$ cat config.mk
export PLATFORM = sky130hd
export DESIGN_NAME = bp_fifo_flat
export DESIGN_NICKNAME = d
export VERILOG_FILES = /design/src/rtl/bp_fifo_pkg.sv /design/src/rtl/bp_fifo_if.sv /design/src/rtl/bp_fifo_mem.sv /design/src/rtl/bp_fifo.sv /design/src/flat_wrapper.sv
export SDC_FILE = /design/constraint.sdc
export NUM_CORES = 1
export LEC_CHECK = 0
export ABC_AREA = 0
export BUFFER_PORTS_ARGS = -buffer_cell sky130_fd_sc_hd__clkbuf_2
export CORE_MARGIN = 8
export CORE_UTILIZATION = 65
export CTS_CLUSTER_SIZE = 30
export DETAILED_ROUTE_END_ITERATION = 6
export GPL_ROUTABILITY_DRIVEN = 1
export GPL_TIMING_DRIVEN = 0
export PLACE_DENSITY = 0.84
export SLEW_MARGIN = 20
export SYNTH_ARGS = -nofsm -noshare
export SYNTH_HDL_FRONTEND = slang
export SYNTH_SLANG_ARGS = --single-unit
$ cat constraint.sdc
create_clock -name i_clk -period 4.2 [get_ports i_clk]
set_clock_uncertainty 0.15 [all_clocks]
set_input_delay 0.42 -clock i_clk [delete_from_list [all_inputs] [get_ports i_clk]]
set_output_delay 0.42 -clock i_clk [all_outputs]
set_load 0.01 [all_outputs]
$ cat src/rtl/bp_fifo_pkg.sv
// BytePipe shared definitions: byte width, byte type and handshake helper.
package bp_fifo_pkg;

  localparam int BP_W = 8;

  typedef logic [BP_W-1:0] bp_byte_t;

  // A BytePipe transfer completes when valid and ready are both high.
  function automatic logic bp_fire(input logic valid, input logic ready);
    return valid && ready;
  endfunction

endpackage

$ cat src/rtl/bp_fifo_if.sv
// BytePipe link: one byte with valid/ready flow control.
interface bp_fifo_if;
  import bp_fifo_pkg::*;

  bp_byte_t data;
  logic     valid;
  logic     ready;

  modport master (output data, output valid, input ready);
  modport slave  (input data, input valid, output ready);
endinterface

$ cat src/rtl/bp_fifo_mem.sv
// FIFO storage: one synchronous write port and one asynchronous read port.
// The contents are not reset; the pointers decide which entries are live.
module bp_fifo_mem
  import bp_fifo_pkg::*;
#(
  parameter int DEPTH  = 16,
  parameter int ADDR_W = $clog2(DEPTH)
) (
  input  logic              clk,
  input  logic              we,
  input  logic [ADDR_W-1:0] waddr,
  input  bp_byte_t          wdata,
  input  logic [ADDR_W-1:0] raddr,
  output bp_byte_t          rdata
);

  bp_byte_t mem [DEPTH];

  // Write the pushed byte into its slot.
  always_ff @(posedge clk) begin
    if (we) mem[waddr] <= wdata;
  end

  assign rdata = mem[raddr];

endmodule

$ cat src/rtl/bp_fifo.sv
// BytePipe byte FIFO with a registered head, occupancy, almost-full and a
// sticky drop flag. The i_cg input freezes all state and masks both
// handshakes so no transfer can complete in a gated cycle.
module bp_fifo
  import bp_fifo_pkg::*;
#(
  parameter int DEPTH     = 16,
  parameter int AFULL_LVL = 12,
  parameter int ADDR_W    = $clog2(DEPTH)
) (
  input  logic            i_clk,
  input  logic            i_rst,
  input  logic            i_cg,
  input  logic            i_flush,
  bp_fifo_if.slave        up,
  bp_fifo_if.master       dn,
  output logic [ADDR_W:0] o_count,
  output logic            o_afull,
  output logic            o_drop
);

  localparam logic [ADDR_W:0]   PTR_ONE   = (ADDR_W + 1)'(1);
  localparam logic [ADDR_W:0]   AFULL_CNT = (ADDR_W + 1)'(AFULL_LVL);
  localparam logic [ADDR_W-1:0] ADDR_ONE  = ADDR_W'(1);

  logic [ADDR_W:0]   wr_ptr;
  logic [ADDR_W:0]   rd_ptr;
  logic [ADDR_W:0]   count;
  logic [ADDR_W-1:0] rd_next;
  logic              full;
  logic              empty;
  logic              push;
  logic              pop;
  bp_byte_t          head_p1;
  bp_byte_t          mem_rdata;

  // The extra pointer MSB separates full from empty when the addresses match.
  assign count   = wr_ptr - rd_ptr;
  assign empty   = (wr_ptr == rd_ptr);
  assign full    = (wr_ptr[ADDR_W] != rd_ptr[ADDR_W]) &&
                   (wr_ptr[ADDR_W-1:0] == rd_ptr[ADDR_W-1:0]);
  assign rd_next = rd_ptr[ADDR_W-1:0] + ADDR_ONE;

  assign up.ready = i_cg && !full;
  assign dn.valid = i_cg && !empty;
  assign dn.data  = head_p1;

  assign push = bp_fire(up.valid, up.ready);
  assign pop  = bp_fire(dn.valid, dn.ready);

  assign o_count = count;
  assign o_afull = (count >= AFULL_CNT);

  bp_fifo_mem #(
    .DEPTH  (DEPTH),
    .ADDR_W (ADDR_W)
  ) u_mem (
    .clk   (i_clk),
    .we    (push),
    .waddr (wr_ptr[ADDR_W-1:0]),
    .wdata (up.data),
    .raddr (rd_next),
    .rdata (mem_rdata)
  );

  // Pointer and drop-flag control: reset beats flush; gating holds everything.
  always_ff @(posedge i_clk) begin
    if (i_rst) begin
      wr_ptr <= '0;
      rd_ptr <= '0;
      o_drop <= 1'b0;
    end else if (i_cg) begin
      if (i_flush) begin
        wr_ptr <= '0;
        rd_ptr <= '0;
        o_drop <= 1'b0;
      end else begin
        if (push) wr_ptr <= wr_ptr + PTR_ONE;
        if (pop)  rd_ptr <= rd_ptr + PTR_ONE;
        if (up.valid && full) o_drop <= 1'b1;
      end
    end
  end

  // ---- stage p1: head register always mirrors the oldest live entry ----
  // A pop with a second entry behind it loads that entry from storage; a push
  // into an empty FIFO, or replacing the only entry as it leaves, takes the
  // incoming byte directly so it appears one cycle after the push.
  always_ff @(posedge i_clk) begin
    if (pop && (count != PTR_ONE)) begin
      head_p1 <= mem_rdata;
    end else if (push && (empty || pop)) begin
      head_p1 <= up.data;
    end
  end

endmodule
$ cat src/flat_wrapper.sv
// flat-port wrapper written by rule: the top's interface ports become plain ports
module bp_fifo_flat import bp_fifo_pkg::*;
#(
  parameter int DEPTH     = 16,
  parameter int AFULL_LVL = 12,
  parameter int ADDR_W    = $clog2(DEPTH)
)
  (i_clk, i_rst, i_cg, i_flush, o_count, o_afull, o_drop, up_data, up_valid, up_ready, dn_data, dn_valid, dn_ready);
  bp_fifo_if up_i ();
  bp_fifo_if dn_i ();
  input  logic i_clk;
  input  logic i_rst;
  input  logic i_cg;
  input  logic i_flush;
  output logic [ADDR_W:0] o_count;
  output logic o_afull;
  output logic o_drop;
  input wire logic [$bits(up_i.data)-1:0] up_data;
  input wire logic [$bits(up_i.valid)-1:0] up_valid;
  output wire logic [$bits(up_i.ready)-1:0] up_ready;
  output wire logic [$bits(dn_i.data)-1:0] dn_data;
  output wire logic [$bits(dn_i.valid)-1:0] dn_valid;
  input wire logic [$bits(dn_i.ready)-1:0] dn_ready;
  assign up_i.data = up_data;
  assign up_i.valid = up_valid;
  assign up_ready = up_i.ready;
  assign dn_data = dn_i.data;
  assign dn_valid = dn_i.valid;
  assign dn_i.ready = dn_ready;
  bp_fifo #(.DEPTH(DEPTH), .AFULL_LVL(AFULL_LVL), .ADDR_W(ADDR_W)) u_core (.i_clk(i_clk), .i_rst(i_rst), .i_cg(i_cg), .i_flush(i_flush), .up(up_i), .dn(dn_i), .o_count(o_count), .o_afull(o_afull), .o_drop(o_drop));
endmodule
==> results of run 1 <==
worst max-delay path, delay by kind of cell (launching register included):
kind       cells  cell delay, ns
mux            3            1.25
flops          1            0.35
buf+inv        2            0.99
fa+ha+maj      1            0.28
state kept, by name (all words and copies together), names as in the netlist:
register,count
u_core.wr_ptr,5
u_core.dn.data,8
u_core.o_drop,1
u_core.u_mem.mem,128
u_core.rd_ptr,5
per-stage QoR:
| stage | hold WS [ns] | power, mW | utilization | setup slack (ns) | area (um^2) |
|---|---|---|---|---|---|
| 6_report | 0.0385 | 3.29 | 0.763 | 0.918 | 6950 |
| 5_1_grt | 0.0602 | 3.36 | 0.763 | 0.857 | 6950 |
| 4_1_cts | 0.0232 | 3.29 | 0.763 | 0.951 | 6950 |
| 3_5_place_dp | 0.312 | 1.72 | 0.695 | 1.02 | 6330 |
| 3_3_place_gp | 0.301 | 1.72 | 0.693 | 0.847 | 6310 |
| 2_1_floorplan | 0.320 | 1.68 | - | 1.40 | 6030 |
final cells by class:
class,count,area [um^2],area share
Sequential cell,147,4300,0.619
Buffer,15,87.6,0.0126
Clock inverter,10,181,0.0261
Tap cell,111,139,0.0200
Multi-Input combinational cell,141,1630,0.234
Inverter,9,33.8,0.00486
Clock buffer,22,443,0.0637
Timing Repair Buffer,28,140,0.0202
cell families after synthesis:
group | count (synthesis)
and+or+nand+nor | 52
adders and majority gates | 10
xor gates and xnor gates | 8
buffers and inverters | 24
muxes | 49
DFF | 147
AOI/OAI and AO/OA | 22
layout by cell type (no fill, tap or decap), types with 3 or more instances in the layout:
cell,count
ha_1,9
bufinv_16,5
nor2_1,24
a21oi_1,7
nor3_2,4
dfxtp_1,11
edfxtp_1,136
mux2_2,8
buf_6,3
nand2_1,5
inv_1,8
nand3_1,3
a22oi_1,3
clkinv_2,3
a21o_1,5
xor2_1,5
clkbuf_16,16
clkbuf_2,28
nand2b_1,3
and3_1,4
mux4_2,40
clkbuf_1,11
worst paths after layout:
path | start | to | slack (ns) | depth (start not counted)
min | up_valid | u_core.o_drop$_SDFFE_PP0P_ | 0.04 | 3
max | u_core.rd_ptr[0]$_SDFFE_PP0P_ | u_core.dn.data[0]$_DFFE_PP_ | 0.92 | 6
min reg2reg | u_core.o_drop$_SDFFE_PP0P_ | u_core.o_drop$_SDFFE_PP0P_ | 0.32 | 2
max reg2reg | u_core.rd_ptr[0]$_SDFFE_PP0P_ | u_core.dn.data[0]$_DFFE_PP_ | 0.92 | 6
layer usage:
metal	share of wire	GRT usage	vias to the layer above	wire length, um
li1	-	-	1355	-
met1	0.38	0.268	1632	4860
met2	0.50	0.336	204	6420
met3	0.096	0.0590	23	1230
met4	0.022	0.0980	0	283
met5	0	0	-	0
power by group:
part / switching [mW] / internal, mW / leakage (nW)
Clock: 0.551 / 1.04 / 0.303
Sequential: 0.00312 / 1.61 / 1.32
Combinational: 0.0569 / 0.0265 / 0.724
Total: 0.611 / 2.67 / 2.34
==> run summary, run 1 <==
Initial DRC Count = 368
Die X = 112 um
Crit path launch type = flop
Clock-pin slew on the worst setup and hold paths = 0.06 ns
Vias in the first global route = 3178
Seq cells post-synth = 147
Arrival @ worst endpoint = 3.40 ns
IO Pins = 31
Setup CP Type = flop to flop
TritonCTS buffer count = 17
ANT cells = 0
Post-synthesis adder-cell area fraction = 0.0220
Layout Nets = 383
Die Y = 112 um
Final GP Congestion = 0.847
WL per Instance = 26.5 um
# clock sinks = 147
Residual DRC = 0
Cell row count = 35
Final hold violations = 0
Status = completed
DR vias/cell = 6.65
Setup Viol. Count Final = 0
Slowest CP cell = clkbuf_1
Total wire length = 12800 um
Yosys top cell area share = 0.677
IO Port Bufs = 28
Final min period = 3.28 ns
Slew Viols, Final = 0
Number of synthesized flops with an enable pin = 136
Async set-reset flop share out of synthesis = 0
Routed Antenna Nets = 0
Largest fanout on the critical path = 10
Fraction of layout cells with a size suffix above 1 = 0.315
Critical Path End Type = flop
Initial antenna violation count = 0
Syn avg cell area = 19.3 um^2
Hold WC Path Type = primary input to flop
Root buf cell = clkbuf_8
Crit-path cells = ha_1 > clkbuf_1 > clkbuf_1 > mux4_2 > mux4_2 > mux2_2
# H-tree levels = 4
Max cap viols = 0
Period utilisation layout = 0.781
Largest net degree at the start of global routing = 18
Sequential share of the synthesized area = 0.714
Biggest area consumer among synthesized cells = edfxtp_1
# hold bufs at CTS = 0
Post-synthesis mux area share = 0.166
Most area-consuming cells after synthesis = edfxtp_1 68%, mux4_2 15%, dfxtp_1 3.7%
Initial core utilization = 0.662
Most frequent cell after synthesis = edfxtp_1
Core Footprint = 0.00911 mm^2
Total power divided by cell area = 472 mW/mm^2
Peak VDD IR = 0.000406 V
Leak Pwr = 2.34 nW
Crit path required time = 4.31 ns
Fin cells = 483
Fillcell total = 494
Vias = 3214
RSZ-0062 raised after global routing = false
Most used DFF post-synth = edfxtp_1
Syn_nets = 336
Mapped cell area = 0.00603 mm^2
Setup_tns = 0 ns
Compound-cell area share of the yosys netlist = 0.0239
Main combinational cell family by area after synthesis = multiplexers
HPWL after detailed placement = 7740 um
GRT Total Usage = 0.212
Die ar. = 0.0126 mm^2
CP max stage delay = 0.57 ns
Clock Tree Buf Depth = 2
Worst-Margin Slew = 0.918 ns
Most common library cells after synthesis = 136 x edfxtp_1, 40 x mux4_2, 24 x nor2_1, 11 x dfxtp_1, 9 x ha_1
First-pass GRT wire length = 19100 um
# Post-CTS Setup Buffers = 0
Xor/xnor share of the synthesized area = 0.0141
Post_cts resized = 0
Dpl cells = 451
CTS tree = done
Clock Latency Late Sink = 0.52 ns
Area grow syn2layout = 15.3%
1st-pass router iterations = 6
Synth unique cells = 37
Max frequency = 305 MHz
Synth Area in Simple Gates = 0.0402
Remaining global-route overflow = 0
Max-slew headroom = 0.388
Post-Synthesis Cells = 312
Yosys warns = 0
Power figures use the tool's default switching activity.
==> inputs of run 2 (changes only) <==
--- a/config.mk
+++ b/config.mk
@@ -8,12 +8,12 @@
 export ABC_AREA = 0
 export BUFFER_PORTS_ARGS = -buffer_cell sky130_fd_sc_hd__clkbuf_2
 export CORE_MARGIN = 8
-export CORE_UTILIZATION = 65
+export CORE_UTILIZATION = 60
 export CTS_CLUSTER_SIZE = 30
 export DETAILED_ROUTE_END_ITERATION = 6
 export GPL_ROUTABILITY_DRIVEN = 1
 export GPL_TIMING_DRIVEN = 0
-export PLACE_DENSITY = 0.84
+export PLACE_DENSITY = 0.78
 export SLEW_MARGIN = 20
 export SYNTH_ARGS = -nofsm -noshare
 export SYNTH_HDL_FRONTEND = slang
==> constraint.sdc (replaced) <==
create_clock -name i_clk -period 3.1 [get_ports i_clk]
set_clock_uncertainty 0.15 [all_clocks]
set_input_delay 0.31 -clock i_clk [delete_from_list [all_inputs] [get_ports i_clk]]
set_output_delay 0.31 -clock i_clk [all_outputs]
set_load 0.01 [all_outputs]
==> run 2 against run 1 <==
Compared with the run above:
- the flow now finishes with violations (negative setup slack)
- flip-flop and latch count stayed put
- worst setup slack got worse by 0.97 ns
- first-iteration DRC count fell by 18%
- critical path type unchanged
- critical endpoint is now u_core.dn.data[7]$_DFFE_PP_
- largest cell class unchanged
==> run summary, run 2 (synthesized netlist as in run 1, its figures left out) <==
Clock Tree Buf Depth = 2
HPWL after detailed placement = 8050 um
Routed Antenna Nets = 0
Max cap viols = 0
Fin worst setup slack = -0.0536 ns
Die ar. = 0.0135 mm^2
Root buf cell = clkbuf_8
Setup CP Type = flop to flop
ANT cells = 0
Biggest register = u_core.u_mem.mem
First-pass GRT wire length = 18900 um
# clock sinks = 147
WL per Instance = 24.8 um
Status = finished with violations
Clock-pin slew on the worst setup and hold paths = 0.06 ns
Period utilisation layout = 1.02
Area grow syn2layout = 17.7%
Total wire length = 12700 um
Final hold violations = 0
Crit path required time = 3.10 ns
RSZ-0062 raised after global routing = true
Slowest CP cell = o22ai_1
Flip-flop and latch area = 0.00430 mm^2
Vias = 3200
# H-tree levels = 4
Failing checks = negative setup slack
Critical Path End Type = flop
Peak VDD IR = 0.000387 V
Vias in the first global route = 3231
Crit-path cells = inv_1 > ha_1 > inv_2 > fa_1 > a21o_1 > a21oi_1 > xor2_2 > nor4_1 > o22ai_1
Fillcell total = 555
Core Footprint = 0.00977 mm^2
DR vias/cell = 6.26
Fraction of layout cells with a size suffix above 1 = 0.360
Residual DRC = 0
Worst-Margin Slew = 0.932 ns
Clock Latency Late Sink = 0.53 ns
Die X = 116 um
CTS tree = done
Arrival @ worst endpoint = 3.15 ns
Slew Viols, Final = 0
TritonCTS buffer count = 17
Initial core utilization = 0.617
Max reg flops = 128
Reg-to-reg setup timing slack = -0.05 ns
Most frequent cells in the layout = 136 x edfxtp_1, 40 x mux4_2, 31 x clkbuf_2, 16 x clkbuf_16, 15 x nor2_1
Die Y = 116 um
Tot Pwr = 4.25 mW
Final min period = 3.15 ns
Hold WC Path Type = primary input to flop
CP max stage delay = 0.73 ns
Multi-input gate area = 0.00172 mm^2
Cell row count = 36
Largest fanout on the critical path = 8
Max frequency = 317 MHz
Remaining global-route overflow = 0
Total power divided by cell area = 598 mW/mm^2
Crit path launch type = flop
Initial DRC Count = 302
IO Port Bufs = 28
Most common cell after layout, fill and taps aside = edfxtp_1
IO Pins = 31
Setup Viol. Count Final = 38
Max-slew headroom = 0.378
GRT Total Usage = 0.200
Final GP Congestion = 0.821
Leak Pwr = 2.34 nW
1st-pass router iterations = 4
Largest net degree at the start of global routing = 18
Layout Nets = 389
Pre-CTS setup slack = -0.0860 ns
Initial antenna violation count = 0
## run 2: cell count changes in the layout (fill, tap and decap cells not counted), sizes merged
cell / delta
buf: +4
clkinv: +3
bufinv: -3
inv: +3
clkbuf: -5
clkinvlp: +2
dlygate4sd3: +2
## run 2: area by class of cell
class                           count  area share
Tap cell                          133      0.0234
Sequential cell                   147       0.606
Clock inverter                     15      0.0220
Clock buffer                       17      0.0584
Buffer                             15      0.0129
Timing Repair Buffer               34      0.0303
Multi-Input combinational cell    141       0.242
Inverter                            9     0.00476
## run 2: per-layer routing
| layer | routed length [um] | global-route usage |
|---|---|---|
| met2 | 6460 | 0.320 |
| met1 | 5100 | 0.267 |
| met3 | 919 | 0.0486 |
| met4 | 182 | 0.0614 |
| met5 | 0 | 0 |
## run 2: power by group
group          switching [mW]  internal (mW)  leakage [nW]
clock network           0.799           1.15         0.270
logic                  0.0775         0.0385         0.749
registers             0.00426           2.18          1.32
total                   0.881           3.37          2.34
## run 2: worst paths after layout
check / from / to / cells past startpoint
worst max register to register: u_core.wr_ptr[0]$_SDFFE_PP0P_ / u_core.dn.data[7]$_DFFE_PP_ / 9
worst min-delay path: up_data[0] / u_core.u_mem.mem[7][0]$_DFFE_PP_ / 1
worst min register to register: u_core.o_drop$_SDFFE_PP0P_ / u_core.o_drop$_SDFFE_PP0P_ / 2
worst max-delay path: u_core.wr_ptr[0]$_SDFFE_PP0P_ / u_core.dn.data[7]$_DFFE_PP_ / 9
## run 2: what timing repair did
action                                  in CTS  in global routing
pin swaps                                    0                  3
endpoints found under the setup margin      83                134
hold buffers                                 2                  0
hold endpoints to repair                     7                  0
gates resized for setup                     11                 13
buffers inserted                             0                  4
## run 2: metrics by stage
stage	util	cells	area [um^2]	TNS (ns)	hold slack, ns
floorplan	-	312	6030	0	0.259
global placement	0.648	473	6340	-9.90	0.299
detailed placement	0.650	473	6360	-1.97	0.310
CTS	0.714	507	6980	-2.76	0.0913
global route	0.726	511	7100	-9.83	0.122
finish	0.726	511	7100	-1.13	0.120
## run 2: worst max-delay path, delay by kind of cell (launching register included)
kind	cells	cell delay, ns
flip-flops	1	0.36
AO/OA/AOI/OAI	3	1.13
XOR/XNOR	1	0.24
buffers and inverters	2	0.21
adder cells (fa/ha/maj)	2	0.60
AND/OR/NAND/NOR	1	0.09
==> inputs of run 3 (changes only) <==
--- a/config.mk
+++ b/config.mk
@@ -5,15 +5,15 @@
 export SDC_FILE = /design/constraint.sdc
 export NUM_CORES = 1
 export LEC_CHECK = 0
-export ABC_AREA = 0
+export ABC_AREA = 1
 export BUFFER_PORTS_ARGS = -buffer_cell sky130_fd_sc_hd__clkbuf_2
 export CORE_MARGIN = 8
-export CORE_UTILIZATION = 60
+export CORE_UTILIZATION = 61
 export CTS_CLUSTER_SIZE = 30
 export DETAILED_ROUTE_END_ITERATION = 6
 export GPL_ROUTABILITY_DRIVEN = 1
 export GPL_TIMING_DRIVEN = 0
-export PLACE_DENSITY = 0.78
+export PLACE_DENSITY = 0.79
 export SLEW_MARGIN = 20
 export SYNTH_ARGS = -nofsm -noshare
 export SYNTH_HDL_FRONTEND = slang
==> run 3 against run 2 <==
Compared with the run above:
- the run now ends clean
- die area rose by 7.3%
- combinational power grew 15%
- global-route usage up 3.0 points
- largest cell class unchanged
==> run summary, run 3 <==
Status = completed
Clock Latency Late Sink = 0.54 ns
Initial antenna violation count = 0
RSZ-0062 raised after global routing = false
DR vias/cell = 5.70
Worst-Margin Slew = 1.04 ns
Residual DRC = 0
1st-pass router iterations = 6
Remaining global-route overflow = 0
Fraction of layout cells with a size suffix above 1 = 0.136
Arrival @ worst endpoint = 2.95 ns
WL per Instance = 18.6 um
Fillcell total = 787
Initial core utilization = 0.619
Root buf cell = clkbuf_8
Peak VDD IR = 0.000398 V
Leak Pwr = 3.13 nW
Max cap viols = 0
GRT Total Usage = 0.230
Max reg flops = 128
Post-Synthesis Cells = 668
Total wire length = 16200 um
Initial DRC Count = 434
Sequential share of the synthesized area = 0.647
Setup CP Type = flop to flop
Max frequency = 341 MHz
Die ar. = 0.0145 mm^2
CTS tree = done
Biggest register = u_core.u_mem.mem
Layout Nets = 743
Largest net degree at the start of global routing = 18
Final hold violations = 0
IO Port Bufs = 29
Core Footprint = 0.0107 mm^2
Slew Viols, Final = 0
Most common cell after layout, fill and taps aside = nand2_1
Synth unique cells = 29
TritonCTS buffer count = 17
Main combinational cell family by area after synthesis = simple AND/OR/NAND/NOR gates
Crit path launch type = flop
Syn_nets = 692
Multi-input gate area = 0.00201 mm^2
Most area-consuming cells after synthesis = edfxtp_1 61%, nand2_1 15%, nand3_1 5.2%
Routed Antenna Nets = 0
Final min period = 2.93 ns
Max-slew headroom = 0.298
Most frequent cells in the layout = 273 x nand2_1, 136 x edfxtp_1, 69 x nand3_1, 49 x inv_1, 44 x nor2_1
Syn avg cell area = 9.96 um^2
Biggest area consumer among synthesized cells = edfxtp_1
Area after DPL = 0.00697 mm^2
Largest fanout on the critical path = 8
Clock Tree Buf Depth = 2
Number of synthesized flops with an enable pin = 136
Compound-cell area share of the yosys netlist = 0.0171
Mapped cell area = 0.00665 mm^2
Hold WC Path Type = primary input to flop
Setup_tns = 0 ns
Final GP Congestion = 1.01
Post-synthesis mux area share = 0
Area grow syn2layout = 14.4%
Tot Pwr = 4.42 mW
Xor/xnor share of the synthesized area = 0.0103
Die Y = 120 um
# H-tree levels = 4
# clock sinks = 147
Most used DFF post-synth = edfxtp_1
Yosys warns = 0
HPWL after detailed placement = 10700 um
Util after Layout = 0.709
Clock-pin slew on the worst setup and hold paths = 0.07 ns
Async set-reset flop share out of synthesis = 0
Critical Path End Type = flop
Yosys top cell area share = 0.614
CP Launch Point = u_core.rd_ptr[2]$_SDFFE_PP0P_
Seq cells post-synth = 147
Total power divided by cell area = 580 mW/mm^2
Synth Area in Simple Gates = 0.253
IO Pins = 31
Hold_ws = 0.0314 ns
Setup Viol. Count Final = 0
Worst r2r src = u_core.rd_ptr[2]$_SDFFE_PP0P_
Most frequent cell after synthesis = nand2_1
Min-delay src = up_valid
Cell row count = 38
Vias in the first global route = 4790
Crit path required time = 3.12 ns
Post-route cell area = 0.00761 mm^2
Vias = 4956
Post-synthesis adder-cell area fraction = 0.0199
Die X = 120 um
Period utilisation layout = 0.945
Flip-flop and latch area = 0.00430 mm^2
ANT cells = 0
Most common library cells after synthesis = 273 x nand2_1, 136 x edfxtp_1, 69 x nand3_1, 49 x inv_1, 44 x nor2_1
First-pass GRT wire length = 25000 um
run 3: timing repair:
item                      in CTS  in global routing
hold buffers                   3                  0
resized for setup              0                  0
setup buffers                  0                  0
hold endpoints to repair       7                  0
run 3: critical path, cell delays in order (launching register included):
cell and delay (ns):
dfxtp_1 0.31, buf_4 0.16, inv_1 0.07, ha_1 0.34, nand2_1 0.09, nor2_1 0.07
nand2_1 0.13, nand3_2 0.24, inv_2 0.18, nand2_1 0.22, nor2_1 0.60
run 3: area by class of cell:
type | count | share of cell area
Buffer | 25 | 0.0181
Clock buffer | 17 | 0.0544
Clock inverter | 13 | 0.0245
Inverter | 56 | 0.0276
Multi-Input combinational cell | 440 | 0.264
Sequential cell | 147 | 0.565
Tap cell | 140 | 0.0230
Timing Repair Buffer | 32 | 0.0230
run 3: final timing paths:
path | to | slack [ns] | depth (start not counted)
max reg2reg | u_core.u_mem.mem[14][0]$_DFFE_PP_ | 0.17 | 10
min reg2reg | u_core.o_drop$_SDFFE_PP0P_ | 0.32 | 1
min | u_core.o_drop$_SDFFE_PP0P_ | 0.03 | 4
max | u_core.u_mem.mem[14][0]$_DFFE_PP_ | 0.17 | 10
run 3: cells by family (layout without fill, tap and decap cells):
| kind of cell | after synthesis | after routing |
|---|---|---|
| AOI/OAI and AO/OA | 21 | 21 |
| xor gates and xnor gates | 4 | 4 |
| adders and majority gates | 10 | 10 |
| buffers and inverters | 81 | 143 |
| DFF | 147 | 147 |
| and+or+nand+nor | 405 | 405 |
run 3: through the flow:
step                setup slack, ns  std cells
finish                        0.169        870
global route                 0.0278        870
CTS                           0.233        870
detailed placement            0.284        837
global placement              0.323        837
floorplan                     0.568        668
run 3: report_power, final:
part	internal, mW	switching, mW	leakage (nW)	total, mW
clock	1.30	0.801	0.285	2.10
combinational	0.0332	0.0999	1.53	0.133
sequential	2.18	0.00416	1.32	2.18
run 3: layer usage:
metal | track usage | share of wire
met5 | 0 | 0
met4 | 0.114 | 0.034
met3 | 0.0671 | 0.10
met2 | 0.358 | 0.47
met1 | 0.290 | 0.40
